$ cat src/rtl/pps_sync_controller.sv
// Supervisory FSM between the T2-MI timestamp extractor and the PPS generator.
// Build option: define PPS_CTRL_HOLDOVER_EN to enable the HOLDOVER state.
//
// state    | meaning
// IDLE     | waiting for T2-MI stream sync
// ACQUIRE  | qualifying consecutive timestamps, PPS gated off
// LOCKED   | time loaded into generator, PPS enabled
// HOLDOVER | timestamps lost, PPS free-running for a bounded number of ticks
// FREERUN  | holdover exhausted (or disabled), PPS gated off
module pps_sync_controller #(
   parameter int unsigned LOCK_COUNT     = 3,
   parameter int unsigned TS_TIMEOUT_CYC = 200000000,
   parameter int unsigned HOLDOVER_MAX_S = 60
) (
   input  logic        clk_100mhz,
   input  logic        rst_n,
   input  logic        sync_locked,
   input  logic        ts_valid,
   input  logic [39:0] ts_seconds,
   input  logic        pps_tick,
   output logic        pps_gate,
   output logic        time_load,
   output logic [39:0] time_load_seconds,
   output logic [2:0]  state,
   output logic        holdover_active,
   output logic [15:0] holdover_seconds,
   output logic [7:0]  err_count
);

   typedef enum logic [2:0] {
      ST_IDLE     = 3'd0,
      ST_ACQUIRE  = 3'd1,
      ST_LOCKED   = 3'd2,
      ST_HOLDOVER = 3'd3,
      ST_FREERUN  = 3'd4
   } state_t;

   localparam int unsigned   TW       = $clog2(TS_TIMEOUT_CYC + 1);
   localparam logic [TW-1:0] TO_LIMIT = TW'(TS_TIMEOUT_CYC);
   localparam logic [3:0]    LOCK_N   = 4'(LOCK_COUNT);

   state_t        state_q;
   logic [39:0]   exp_sec_q;
   logic [3:0]    match_cnt_q;
   logic          mismatch_run_q;
   logic [TW-1:0] to_cnt_q;
   logic [7:0]    err_cnt_q;
   logic          pps_gate_q;
   logic          time_load_q;
   logic [39:0]   tls_q;

   logic [39:0]   exp_sec_d;
   logic          ts_match;
   logic          timeout;
   logic [3:0]    match_cnt_d;
   logic [7:0]    err_cnt_d;
   logic          to_active;

   // A coincident tick advances the expectation before the compare.
   assign exp_sec_d   = pps_tick ? exp_sec_q + 40'd1 : exp_sec_q;
   assign ts_match    = (ts_seconds == exp_sec_d);
   assign timeout     = (to_cnt_q == TO_LIMIT);
   assign match_cnt_d = match_cnt_q + 4'd1;
   assign err_cnt_d   = (err_cnt_q == 8'hFF) ? err_cnt_q : err_cnt_q + 8'd1;
   assign to_active   = (state_q == ST_ACQUIRE) || (state_q == ST_LOCKED);

`ifdef PPS_CTRL_HOLDOVER_EN
   localparam logic [15:0] HO_MAX = 16'(HOLDOVER_MAX_S);

   logic        ho_act_q;
   logic [15:0] ho_sec_q;
   logic [15:0] ho_sec_d;

   assign ho_sec_d = (ho_sec_q == 16'hFFFF) ? ho_sec_q : ho_sec_q + 16'd1;
`endif

   always_ff @(posedge clk_100mhz or negedge rst_n) begin
      if (!rst_n) begin
         state_q        <= ST_IDLE;
         exp_sec_q      <= '0;
         match_cnt_q    <= '0;
         mismatch_run_q <= 1'b0;
         to_cnt_q       <= '0;
         err_cnt_q      <= '0;
         pps_gate_q     <= 1'b0;
         time_load_q    <= 1'b0;
         tls_q          <= '0;
`ifdef PPS_CTRL_HOLDOVER_EN
         ho_act_q       <= 1'b0;
         ho_sec_q       <= '0;
`endif
      end else begin
         time_load_q <= 1'b0;
         exp_sec_q   <= exp_sec_d;

         if (ts_valid)
            to_cnt_q <= '0;
         else if (!to_active)
            to_cnt_q <= '0;
         else if (!timeout)
            to_cnt_q <= to_cnt_q + TW'(1);

         case (state_q)
            ST_IDLE: begin
               if (sync_locked) begin
                  state_q     <= ST_ACQUIRE;
                  match_cnt_q <= '0;
               end
            end

            ST_ACQUIRE: begin
               if (!sync_locked) begin
                  state_q <= ST_IDLE;
               end else if (timeout) begin
                  match_cnt_q <= '0;
               end else if (ts_valid) begin
                  if ((match_cnt_q == 4'd0) || !ts_match) begin
                     // Restart qualification from this timestamp.
                     exp_sec_q   <= ts_seconds;
                     match_cnt_q <= 4'd1;
                  end else begin
                     match_cnt_q <= match_cnt_d;
                     if (match_cnt_d == LOCK_N) begin
                        state_q        <= ST_LOCKED;
                        time_load_q    <= 1'b1;
                        tls_q          <= ts_seconds;
                        pps_gate_q     <= 1'b1;
                        mismatch_run_q <= 1'b0;
                     end
                  end
               end
            end

            ST_LOCKED: begin
               if (!sync_locked || timeout) begin
`ifdef PPS_CTRL_HOLDOVER_EN
                  state_q  <= ST_HOLDOVER;
                  ho_act_q <= 1'b1;
                  ho_sec_q <= '0;
`else
                  state_q    <= ST_FREERUN;
                  pps_gate_q <= 1'b0;
`endif
               end else if (ts_valid) begin
                  if (ts_match) begin
                     mismatch_run_q <= 1'b0;
                  end else begin
                     err_cnt_q <= err_cnt_d;
                     if (mismatch_run_q) begin
                        state_q        <= ST_ACQUIRE;
                        pps_gate_q     <= 1'b0;
                        match_cnt_q    <= '0;
                        mismatch_run_q <= 1'b0;
                     end else begin
                        mismatch_run_q <= 1'b1;
                     end
                  end
               end
            end

`ifdef PPS_CTRL_HOLDOVER_EN
            ST_HOLDOVER: begin
               if (sync_locked && ts_valid) begin
                  ho_act_q <= 1'b0;
                  if (ts_match) begin
                     state_q        <= ST_LOCKED;
                     ho_sec_q       <= '0;
                     mismatch_run_q <= 1'b0;
                  end else begin
                     state_q     <= ST_ACQUIRE;
                     pps_gate_q  <= 1'b0;
                     match_cnt_q <= '0;
                  end
               end else if (pps_tick) begin
                  ho_sec_q <= ho_sec_d;
                  if (ho_sec_d >= HO_MAX) begin
                     state_q    <= ST_FREERUN;
                     pps_gate_q <= 1'b0;
                     ho_act_q   <= 1'b0;
                  end
               end
            end
`endif

            ST_FREERUN: begin
               if (sync_locked) begin
                  state_q     <= ST_ACQUIRE;
                  match_cnt_q <= '0;
               end
            end

            default: begin
               state_q    <= ST_IDLE;
               pps_gate_q <= 1'b0;
            end
         endcase
      end
   end

   assign pps_gate          = pps_gate_q;
   assign time_load         = time_load_q;
   assign time_load_seconds = tls_q;
   assign state             = state_q;
   assign err_count         = err_cnt_q;

`ifdef PPS_CTRL_HOLDOVER_EN
   assign holdover_active  = ho_act_q;
   assign holdover_seconds = ho_sec_q;
`else
   assign holdover_active  = 1'b0;
   assign holdover_seconds = '0;
`endif

endmodule

$ cat config.mk
export PLATFORM = sky130hd
export DESIGN_NAME = pps_sync_controller
export DESIGN_NICKNAME = d
export VERILOG_FILES = /design/src/rtl/pps_sync_controller.sv
export SDC_FILE = /design/constraint.sdc
export NUM_CORES = 1
export LEC_CHECK = 0
export BUFFER_PORTS_ARGS = -buffer_cell sky130_fd_sc_hd__buf_2
export CELL_PAD_IN_SITES_DETAIL_PLACEMENT = 0
export CELL_PAD_IN_SITES_GLOBAL_PLACEMENT = 1
export CORE_MARGIN = 2
export CORE_UTILIZATION = 41
export DETAILED_ROUTE_END_ITERATION = 8
export PLACE_DENSITY = 0.85
export SYNTH_ARGS = -nofsm -noshare
export SYNTH_HDL_FRONTEND = slang
export SYNTH_SLANG_ARGS = --single-unit
$ cat constraint.sdc
create_clock -name clk_100mhz -period 4.2 [get_ports clk_100mhz]
set_input_delay 0 -clock clk_100mhz [delete_from_list [all_inputs] [get_ports clk_100mhz]]
set_output_delay 0 -clock clk_100mhz [all_outputs]
set_load 0.005 [all_outputs]
* Word-level counts from Yosys, hierarchy flattened
Cells that the tools add are included.
** Operators by class
- Add/sub/neg operators :: 4
- Equal/unequal tests :: 26
- Mux-type cells :: 56
- Bitwise gates (word level) :: 6
- Reduce and logical (&&, ||, !) cells :: 16
** Operators by type and width (count)
- 2-to-1 mux 40 bit :: 6
- 2-to-1 mux 28 bit :: 3
- adder 40 x 1 -> 40 bit (second input constant) :: 1
- == test 40 bit :: 1
- 2-to-1 mux 4 bit :: 9
- 2-to-1 mux 3 bit :: 10
- adder 28 x 1 -> 28 bit (second input constant) :: 1
- == test 28 bit (second input constant) :: 1
- 2-to-1 mux 1 bit :: 24
- AND reduction 8 bit :: 3
- != test 2 bit (second input constant) :: 8
- != test 3 bit (second input constant) :: 5
- != test 3 x 2 -> 1 bit (second input constant) :: 4
- case mux 4 bit (3 select lines) :: 1
- case mux 3 bit (3 select lines) :: 1
- AND reduction 9 bit :: 1
- adder 8 x 1 -> 8 bit (second input constant) :: 1
- == test 8 bit (second input constant) :: 1
- NOT 1 bit :: 6
- AND reduction 6 bit :: 1
- AND reduction 5 bit :: 1
- adder 4 x 1 -> 4 bit (second input constant) :: 1
- == test 4 x 2 -> 1 bit (second input constant) :: 1
- zero test 4 bit :: 1
- other kinds (12) :: 16
** Word-level totals
- Flip-flop bits (word level) :: 126
- Output and inout bits :: 70
- Logic and storage cells :: 117

* Logic depth before layout (Yosys ltp)
- Depth in word-level cells :: 10
- Gate-level depth with buffers :: 15
- Mapped depth without buffers :: 12

* Worst setup path after synthesis
Ideal clock, no wire load.
- Path type :: reg2reg
- From :: reg exp_sec_q[9]
- To :: reg tls_q[0] (netlist: time_load_seconds[0])
- Setup time :: 0.125 ns
- Arrival :: 3.919 ns
- Slack :: 0.156 ns
- Cell stages (with the launch flop) :: 16
- Buffers on the path :: 5
- Path through :: dfrtp_1 > buf_6 > and4_4 > buf_4 > and4_1 > buf_2 > and4_1 > a221o_1 > or4_1 > or4_4 > nor4_4 > nand2_2 > or4_1 > buf_2 > buf_6 > mux2_4
** Between the ends
- Cells in the longest elaborated chain, start to end :: 7
** Ends and longest elaborated chain
- from (decl) :: line 43 : logic [39:0] exp_sec_q;
- from (signal assigned) :: line 94 : exp_sec_q <= exp_sec_d;
- from (signal assigned) :: line 119 : exp_sec_q <= ts_seconds;
- adder 40 x 1 -> 40 bit :: line 60 : assign exp_sec_d = pps_tick ? exp_sec_q + 40'd1 : exp_sec_q;
- 2-to-1 mux 40 bit (*) :: line 60
- == test 40 bit (*) :: line 61 : assign ts_match = (ts_seconds == exp_sec_d);
- zero test 1 bit (*) :: line 117 : if ((match_cnt_q == 4'd0) || !ts_match) begin
- logical OR 1 bit (*) :: line 117
- NOT 1 bit (no source line) (*)
- AND reduction 6 bit (no source line) (*)
- to (signal assigned) :: line 126 : tls_q <= ts_seconds;
- to (decl) :: line 50 : logic [39:0] tls_q;
Mark *: on every way between the ends. The rest lies on a longest branch, timed or not.
A chain may end at the register's enable or synchronous reset.

* Final worst setup path
- From :: reg exp_sec_q[18]
- To :: reg tls_q[14] (netlist: time_load_seconds[14])
Same word-level chain as after synthesis.

==> results.ini <==
[pwr]
switching_share_pct=37.1
p_comb_share_pct=37.1
p_leak_nw=4.69
p_int_mw=3.05
seqPwrFrac_pct=35.2
peakVddDrop_v=0.000333
pwr-share-clk_pct=27.7
switchingPower_mw=1.80
power_per_cell_area_mw_per_mm2=478

[drt]
met3_length_mm=1.29
dr.pass1.iters=5
drt-met1-wl_mm=9.07
highest_layer=met4
postRouteAntennaNets=0
drc_errors=0
num_vias=6589
vias_per_cell=5.30
wirelength_mm=20.9
drt_iter0_markers=562
routedWlPerCell_um=16.8
routed-wl-met2_mm=9.78

[floorplanning]
die-width_um=144
dieHeight_um=144
design.core.area_mm2=0.0193
die_area_mm2=0.0207
io_pins=115
rows=51
start_util_pct=41.5

[sta]
hold_viol=0
setup_viol=0
fin_crit_ns=4.18
fin_ws_ns=0.0172
hold_ws_ns=0.0719
worst_pin_slew_ns=0.983
rsz0062_at_grt=yes
maxSlewViolCount=0
finalCritPeriodShare_pct=99.6
fmax_mhz=239
fin_skew_ns=0.0140
max_slew_margin_pct=34.3

[grt]
track_usage_pct=21.0
overflow=0
grt_pass1_wl_mm=33.4
antenna_found_initial=0
grt_max_degree=89
grt_pass1_vias=6412

[clock_tree]
clk_latency_ns=0.43
cts_tree=done
cts_buffers=17
cts.path.max_buffers=2
htreeDepth=4
clock-sinks=126
clk_pin_slew_ns=0.06
root_buffer=clkbuf_16

[flow_run]
maxCapViolations=0

[yosys]
syn_inst=776
yosys_warnings=0
synth_area_mm2=0.00802
avgSynthCellArea_um2=10.3
synth.distinct_cells=74
synth-seq-area-share_pct=39.3
synthDominantCellAreaShare_pct=39.3
ys_ff_latch=126
yosys-top-cells-area=dfrtp_1, xnor2_1, mux2_4
synth_flop_cell=dfrtp_1
synth_edf_count=0
synth_area_leader_cell=dfrtp_1
async_reset_ff_share_pct=100

[hold_path]
holdCritPathClass=input port to register
hold_depth=3

[place]
gp_congestion=0.955
io_buffers=97
place_ws_ns=-0.0198
hpwl_mm=14.9

[critical_path]
reg2reg_depth=12
startpoint_type=register
r2r-end=time_load_seconds[14]
rrSetupSlack_ns=0.02
crit_arrival_ns=4.50
cp-end-kind=register
cp.required_ns=4.51
cpMaxStageDelayCell=or4_4
cp_common_cell=nor4_4
r2r-start=exp_sec_q[18]
path_cells=nand4_1 -> buf_4 -> nor4_4 -> nand3_1 -> xnor2_1 -> a2111oi_1 -> or4b_4 -> nor4_4 -> nand2_2 -> or4_4 -> buf_12 -> mux2_1
endpoint=time_load_seconds[14]
crit_start=exp_sec_q[18]
cpPeakStageDelay_ns=0.59
crit_type=register to register
crit_fanout=16

[cells_and_area]
diodes=0
layout_common_cells=dfrtp_1, buf_2, xnor2_1, buf_4, xor2_1
final_common_cell=dfrtp_1
fill_cells=1744
multi_input_area_mm2=0.00454
layout-drive-gt1-share_pct=30.5
nNetsFinal=1019
seq_area_mm2=0.00316
area_delta_synth_final_pct=26.6

[outcome]
status=completed

synth_stat cells, types with 13 or more instances:
library cell	n
dfrtp_1	126
xnor2_1	67
xor2_1	48
nand3_1	45
nor2_1	40
mux2_4	39
nand2_1	39
mux2_2	33
nand4_1	32
inv_1	24
buf_2	18
buf_4	18
nor3_1	18
a21oi_1	17
mux2i_1	14
and3_1	13
nor4_1	13
o21ai_0	13
flip-flops by register name (all words and copies together), names as in the netlist:
name               cells
to_cnt_q              28
exp_sec_q             40
err_count              8
state                  3
time_load              1
mismatch_run_q         1
pps_gate               1
match_cnt_q            4
time_load_seconds     40
per-layer routing:
| metal | track usage [%] | up-vias |
|---|---|---|
| met5 | 0 | - |
| met4 | 9.49 | 0 |
| met3 | 4.70 | 54 |
| met2 | 33.7 | 236 |
| met1 | 27.0 | 3149 |
| li1 | - | 3150 |
cells by family after synthesis:
kind of cell             after synthesis  share of synthesized area [%]
AO/OA/AOI/OAI                         76                           6.44
other                                  1                         0.0468
buffers and inverters                 77                           5.29
adder cells (fa/ha/maj)                7                           1.09
AND/OR/NAND/NOR                      286                           21.2
multiplexers                          87                           13.8
flip-flops                           126                           39.3
XOR/XNOR                             116                           12.8
worst max-delay path, delay by kind of cell, from the launching register on:
family	cells	cell delay, ns
multiplexers	1	0.32
AO/OA/AOI/OAI	1	0.41
AND/OR/NAND/NOR	7	2.31
XOR/XNOR	1	0.17
buffers and inverters	2	0.40
flip-flops	1	0.44
layout make-up:
cell class,instances,share of cell area [%]
Clock buffer,18,4.33
Multi-Input combinational cell,589,44.7
Inverter,25,0.924
Timing Repair Buffer,208,14.8
Sequential cell,126,31.1
Tap cell,265,3.27
Clock inverter,13,0.900
how the worst min path moves through the flow:
stage	endpoint	startpoint	slack (ns)
after global placement	time_load_seconds[5]	rst_n	0.13
after CTS	exp_sec_q[1]	pps_tick	0.05
final	exp_sec_q[1]	pps_tick	0.07
after floorplan	err_count[0]	rst_n	-0.30
after detailed placement	time_load_seconds[5]	rst_n	0.13
after global routing	exp_sec_q[1]	pps_tick	0.09
power groups by stage:
stage	Clock (mW)	Sequential, mW	Combinational, mW
final	1.34	1.71	1.80
after global routing	1.44	1.74	1.95
after floorplan	0	1.62	1.21
after global placement	0	1.71	1.69
after CTS	1.37	1.70	1.77
after detailed placement	0	1.72	1.71
through the flow:
stage          cells  setup TNS, ns  cell area (um^2)  power [mW]  util [%]
3_5_place_dp    1165        -0.0260              9100        3.43      47.0
2_1_floorplan    792              0              8080        2.83         -
6_report        1244              0             10200        4.85      52.5
5_1_grt         1244          -2.98             10200        5.13      52.5
4_1_cts         1242              0             10100        4.84      52.4
3_3_place_gp    1165       -0.00680              9100        3.40      47.0
timing repair:
item                                   in CTS  in global routing
pin swaps                                   3                  5
setup endpoints to repair                  40                 56
resized for setup                           8                  4
gates cloned                                1                  0
endpoints found under the hold margin     170                  0
hold buffers                               43                  0
setup buffers                               2                  2
(Power assumes the default switching activity.)
